### src/rtl/div_pkg.sv
// Shared types and helpers for the sequential restoring divider.
package div_pkg;

  typedef enum logic [1:0] {
    S_IDLE = 2'd0,
    S_CALC = 2'd1,
    S_FIX  = 2'd2
  } state_t;

  // Number of bits needed to hold values 0 .. v-1.
  function automatic int unsigned clog2(input int unsigned v);
    int unsigned r;
    r = 0;
    while ((32'd1 << r) < v) r++;
    return r;
  endfunction

endpackage

### src/rtl/div_step.sv
// One radix-2 restoring division step on unsigned magnitudes.
module div_step #(
  parameter int unsigned TAM = 4
) (
  input  logic [TAM:0]   i_rem,
  input  logic           i_bit,
  input  logic [TAM-1:0] i_dvs,
  output logic [TAM:0]   o_rem,
  output logic           o_qbit
);

  logic [TAM+1:0] w_shift;
  logic [TAM+1:0] w_diff;

  // A clear sign bit on the trial difference means the divisor fits.
  always_comb begin
    w_shift = {i_rem, i_bit};
    w_diff  = w_shift - {2'b00, i_dvs};
    o_qbit  = ~w_diff[TAM+1];
    o_rem   = o_qbit ? w_diff[TAM:0] : w_shift[TAM:0];
  end

endmodule

### src/rtl/booth_divider.sv
// Sequential signed divider with start/busy/done handshake; results follow
// Verilog '/' and '%' (truncate toward zero, remainder takes dividend sign).
module booth_divider
  import div_pkg::*;
#(
  parameter int unsigned TAM = 4
) (
  input  logic           clk,
  input  logic           rst,
  input  logic           start,
  input  logic [TAM-1:0] A,
  input  logic [TAM-1:0] B,
  output logic [TAM-1:0] Q,
  output logic [TAM-1:0] R,
  output logic           busy,
  output logic           done,
  output logic           div_zero,
  output logic           ovf
);

  localparam int unsigned CW = clog2(TAM + 1);

  state_t         r_state;
  state_t         w_state_nx;
  logic [CW-1:0]  r_cnt;
  logic [TAM:0]   r_rem;
  logic [TAM-1:0] r_dq;
  logic [TAM-1:0] r_dvs;
  logic           r_sa;
  logic           r_sb;
  logic           r_zero;
  logic           r_ovf_p;

  logic           w_accept;
  logic           w_b_zero;
  logic [TAM-1:0] w_abs_a;
  logic [TAM-1:0] w_abs_b;
  logic [TAM:0]   w_rem_nx;
  logic           w_qbit;

  assign w_accept = (r_state == S_IDLE) && start;
  assign w_b_zero = (B == '0);
  // |most-negative| wraps to 2^(TAM-1), which is the correct unsigned magnitude.
  assign w_abs_a  = A[TAM-1] ? -A : A;
  assign w_abs_b  = B[TAM-1] ? -B : B;

  div_step #(.TAM(TAM)) u_step (
    .i_rem  (r_rem),
    .i_bit  (r_dq[TAM-1]),
    .i_dvs  (r_dvs),
    .o_rem  (w_rem_nx),
    .o_qbit (w_qbit)
  );

  always_ff @(posedge clk) begin
    if (rst) r_state <= S_IDLE;
    else     r_state <= w_state_nx;
  end

  always_comb begin
    w_state_nx = r_state;
    case (r_state)
      S_IDLE:  if (start) w_state_nx = w_b_zero ? S_FIX : S_CALC;
      S_CALC:  if (r_cnt == CW'(TAM - 1)) w_state_nx = S_FIX;
      S_FIX:   w_state_nx = S_IDLE;
      default: w_state_nx = S_IDLE;
    endcase
  end

  // Operand capture, iteration and sign fix-up of the registered results.
  always_ff @(posedge clk) begin
    if (rst) begin
      r_cnt    <= '0;
      r_rem    <= '0;
      r_dq     <= '0;
      r_dvs    <= '0;
      r_sa     <= 1'b0;
      r_sb     <= 1'b0;
      r_zero   <= 1'b0;
      r_ovf_p  <= 1'b0;
      Q        <= '0;
      R        <= '0;
      busy     <= 1'b0;
      done     <= 1'b0;
      div_zero <= 1'b0;
      ovf      <= 1'b0;
    end else begin
      done <= (r_state == S_FIX);
      if (w_accept)  busy <= 1'b1;
      else if (done) busy <= 1'b0;

      case (r_state)
        S_IDLE: begin
          if (start) begin
            r_sa    <= A[TAM-1];
            r_sb    <= B[TAM-1];
            r_dq    <= w_abs_a;
            r_dvs   <= w_abs_b;
            r_cnt   <= '0;
            // Zero divisor skips iteration; seeding |A| makes the sign fix yield R = A.
            r_rem   <= w_b_zero ? {1'b0, w_abs_a} : '0;
            r_zero  <= w_b_zero;
            r_ovf_p <= (A == {1'b1, {(TAM-1){1'b0}}}) && (&B);
          end
        end
        S_CALC: begin
          r_rem <= w_rem_nx;
          r_dq  <= {r_dq[TAM-2:0], w_qbit};
          r_cnt <= r_cnt + CW'(1);
        end
        S_FIX: begin
          Q        <= r_zero ? '1 : ((r_sa ^ r_sb) ? -r_dq : r_dq);
          R        <= r_sa ? -r_rem[TAM-1:0] : r_rem[TAM-1:0];
          div_zero <= r_zero;
          ovf      <= r_ovf_p;
        end
        default: ;
      endcase
    end
  end

endmodule

### config.mk
export PLATFORM = sky130hd
export DESIGN_NAME = booth_divider
export DESIGN_NICKNAME = d
export VERILOG_FILES = /design/src/rtl/div_pkg.sv /design/src/rtl/div_step.sv /design/src/rtl/booth_divider.sv
export SDC_FILE = /design/constraint.sdc
export NUM_CORES = 1
export LEC_CHECK = 0
export ABC_AREA = 1
export CAP_MARGIN = 20
export CORE_MARGIN = 2
export CORE_UTILIZATION = 50
export DETAILED_ROUTE_END_ITERATION = 16
export PLACE_DENSITY = 0.73
export SETUP_SLACK_MARGIN = 0.5
export SYNTH_ARGS = -nofsm -noshare
export SYNTH_HDL_FRONTEND = slang
export SYNTH_SLANG_ARGS = --single-unit
### constraint.sdc
create_clock -name clk -period 1.9 [get_ports clk]
set_input_delay 0.38 -clock clk [delete_from_list [all_inputs] [get_ports clk]]
set_output_delay 0.38 -clock clk [all_outputs]
set_load 0.05 [all_outputs]
==> run_results.csv <==
group,metric,value,unit
global_routing,track_usage,0.2340,
timing,hold_slack,0.3362,ns
synthesis,synth-seq-area-share,0.3739,
synthesis,netlist_instances,250,
synthesis,synth_xor_area_frac,0.02887,
finish,finalInstanceArea,0.002472,sq mm
clock_network,cts-hold-fix-buffers,0,
synthesis,synth_edf_count,0,
pwr,cellPowerDensity,941.6,mW/mm^2
synthesis,syn-num-nets,273,
routing,ant_nets,0,
floorplan,die_y,64.34,microns
routing,wl,4628,microns
pwr,vdd_drop_max,539.6,uV
critical_path,r2r_setup_slack,0.31,ns
clock_network,clockBufferDepth,2,
timing,slew_headroom,0.7728,
timing,worstMarginPinSlew,0.3400,ns
timing,tns,0,ns
critical_path,r2r-start,"r_dvs[3]$_SDFFE_PP0P_",
timing,fin_crit_sh,0.8348,
place,placed_area,0.002207,sq mm
global_routing,grt_max_degree,22,
synthesis,ys_types,25,
critical_path,r2r_cells,9,
floorplan,dieArea,0.004140,sq mm
routing,drt_iter0_drc,116,
pwr,p_leak,1.115,nW
routing,dr_total_vias,1862,
timing,fmax,630.5,MHz
floorplan,core-area,0.003416,sq mm
floorplan,placementRows,21,
finish,fillerInstances,273,
outcome,status,"complete, no violations",
floorplan,start_util,0.5330,
synthesis,synth-main-ff-cell,"dfxtp_1",
synthesis,async_reset_ff_frac,0,
timing,finalMaxSlewViolations,0,
clock_network,cts_made_buffers,5,
floorplan,die_x,64.34,microns
global_routing,overflow,0,
clock_network,cts_root_buffer,"clkbuf_4",
critical_path,worstPathArrival,1.82,ns
clock_network,tritoncts,"built",
synthesis,ys_ff_latch,34,
finish,instances_no_fill,341,
finish,num-nets-final,317,
routing,post_drt_via_cell_ratio,5.460,
routing,dr.pass1.iters,5,
timing,setup_viol,0,
critical_path,critPathRequiredTime,2.14,ns
synthesis,synth_top_family_by_area,"simple AND/OR/NAND/NOR gates",
critical_path,critPathLaunch,"r_dvs[3]$_SDFFE_PP0P_",
finish,area_growth,35.81,%
critical_path,r2r-end,"r_rem[2]$_SDFFE_PP0P_",
synthesis,synth_compound_area_frac,0.1842,
finish,antenna_cells,0,
critical_path,critPathKind,"flip-flop to flip-flop",
finish,fin_util,0.7238,
global_routing,grt_first_pass_wirelength,7452,microns
global_routing,grt_pass1_vias,1687,
critical_path,critPathLaunchType,"flip-flop",
finish,layout_common_cells,"inv_1, a21oi_1, dfxtp_1, nand2_1, nor2_1",
worst_hold_path,min_path_type,"primary input to flip-flop",
timing,rsz0062_at_grt,"yes",
timing,clock_skew,0.01088,ns
timing,period_minus_slack,1.586,ns
synthesis,synth_mux_area_frac,0,
synthesis,yosysWarnings,0,
synthesis,synth_fa_ha_area_frac,0.08660,
synthesis,syn-cell-area,0.001820,sq mm
routing,wl_per_cell,13.57,microns
synthesis,synthSimpleGateAreaFrac,0.2158,
clock_network,clk_latency,0.34,ns
place,gp_congestion,0.9146,
timing,hold_violations,0,
synthesis,avgSynthCellArea,7.282,sq um
clock_network,cts_sinks,34,
routing,route.detailed.drc,0,
place,numPortBuffers,22,
finish,drive_above_1_share,0.3153,
critical_path,path_max_fanout,6,
place,hpwl,3216,microns
critical_path,crit_end,"r_rem[2]$_SDFFE_PP0P_",
place,placed_cells,324,
floorplan,ioPinCount,23,
global_routing,antenna_found_initial,0,
clock_network,ctsHtreeMaxLevel,2,
clock_network,cts.clk_slew.worst_paths,0.11,ns
run,cap_violations,0,
critical_path,end_kind,"flip-flop",
routing by layer:
metal  track usage  wire (microns)  vias up
met2        0.3958            2248       67
met1        0.2868            2015      870
met4       0.08511              74        0
li1              -               -      914
met3       0.05810             289       11
met5             0               0        -
where the power goes:
part / switching [mW] / internal [mW]
logic: 0.469 / 0.322
registers: 0.0574 / 0.779
clock network: 0.255 / 0.446
total: 0.782 / 1.55
metrics by stage:
| stage | power, mW | setup slack [ns] |
|---|---|---|
| after CTS | 2.244 | 0.3834 |
| after global placement | 1.497 | -0.03092 |
| after detailed placement | 1.513 | 0.0004960 |
| after floorplan | 1.329 | 0.4840 |
| final | 2.328 | 0.3139 |
| after global routing | 2.462 | 0.2571 |
repair_timing:
| action | CTS | global route |
|---|---|---|
| endpoints found under the setup margin | 25 | 21 |
| setup buffers | 4 | 5 |
| pin swaps | 19 | 23 |
| gates resized for setup | 82 | 24 |
critical path: stages, from the launching register on:
cell     delay [ns]
dfxtp_2        0.35
inv_2          0.05
ha_4           0.28
inv_4          0.04
nor2_4         0.10
nand3_2        0.10
nand4_1        0.24
nand3_1        0.14
nand3_1        0.11
a21oi_1        0.07
registers in the layout (all words and copies together) (netlist names):
name,cells
R,4
busy,1
r_state,2
r_zero,1
r_sa,1
done,1
r_cnt,3
div_zero,1
r_dq,4
Q,4
ovf,1
r_dvs,4
r_ovf_p,1
r_rem,5
r_sb,1
cell families (layout without fill, tap and decap cells):
| group | count (synthesis) | in the layout |
|---|---|---|
| xor gates and xnor gates | 6 | 6 |
| adders and majority gates | 12 | 12 |
| buffers and inverters | 49 | 94 |
| and+or+nand+nor | 89 | 89 |
| AOI/OAI and AO/OA | 60 | 60 |
| DFF | 34 | 34 |
worst min-delay path by stage:
stage | from | to | slack, ns | depth (start not counted)
finish | B[0] | r_dvs[0]$_SDFFE_PP0P_ | 0.34 | 3
global route | B[0] | r_dvs[0]$_SDFFE_PP0P_ | 0.35 | 3
global placement | r_cnt[1]$_SDFFE_PP0P_ | r_cnt[1]$_SDFFE_PP0P_ | 0.45 | 2
CTS | busy$_SDFFE_PP0P_ | busy$_SDFFE_PP0P_ | 0.48 | 2
floorplan | r_cnt[0]$_SDFFE_PP0P_ | r_cnt[0]$_SDFFE_PP0P_ | 0.43 | 1
detailed placement | r_cnt[1]$_SDFFE_PP0P_ | r_cnt[1]$_SDFFE_PP0P_ | 0.46 | 2
cells in the mapped netlist (2+ instances only):
cell,n,area share
a21oi_1,29,0.080
a221oi_1,3,0.014
a31oi_1,2,0.0069
buf_2,2,0.0055
buf_6,2,0.012
clkbuf_1,3,0.0062
dfxtp_1,34,0.37
ha_1,11,0.076
inv_1,39,0.080
inv_2,3,0.0062
nand2_1,30,0.062
nand3_1,24,0.066
nand4_1,3,0.010
nor2_1,23,0.047
nor2_2,4,0.014
nor3_1,2,0.0055
o21ai_0,22,0.060
o221ai_1,3,0.014
xor2_1,5,0.024
final cells by class:
class                      count  area, sq um  share of cell area
clock inverter                 2        60.06             0.02429
sequential                    34        693.2              0.2804
inverter                      42        163.9             0.06630
timing repair buffer          44        349.1              0.1412
clock buffer                   6        51.30             0.02075
multi-input combinational    167         1097              0.4438
tap                           46        57.56             0.02328
Power figures use the tool's default switching activity.
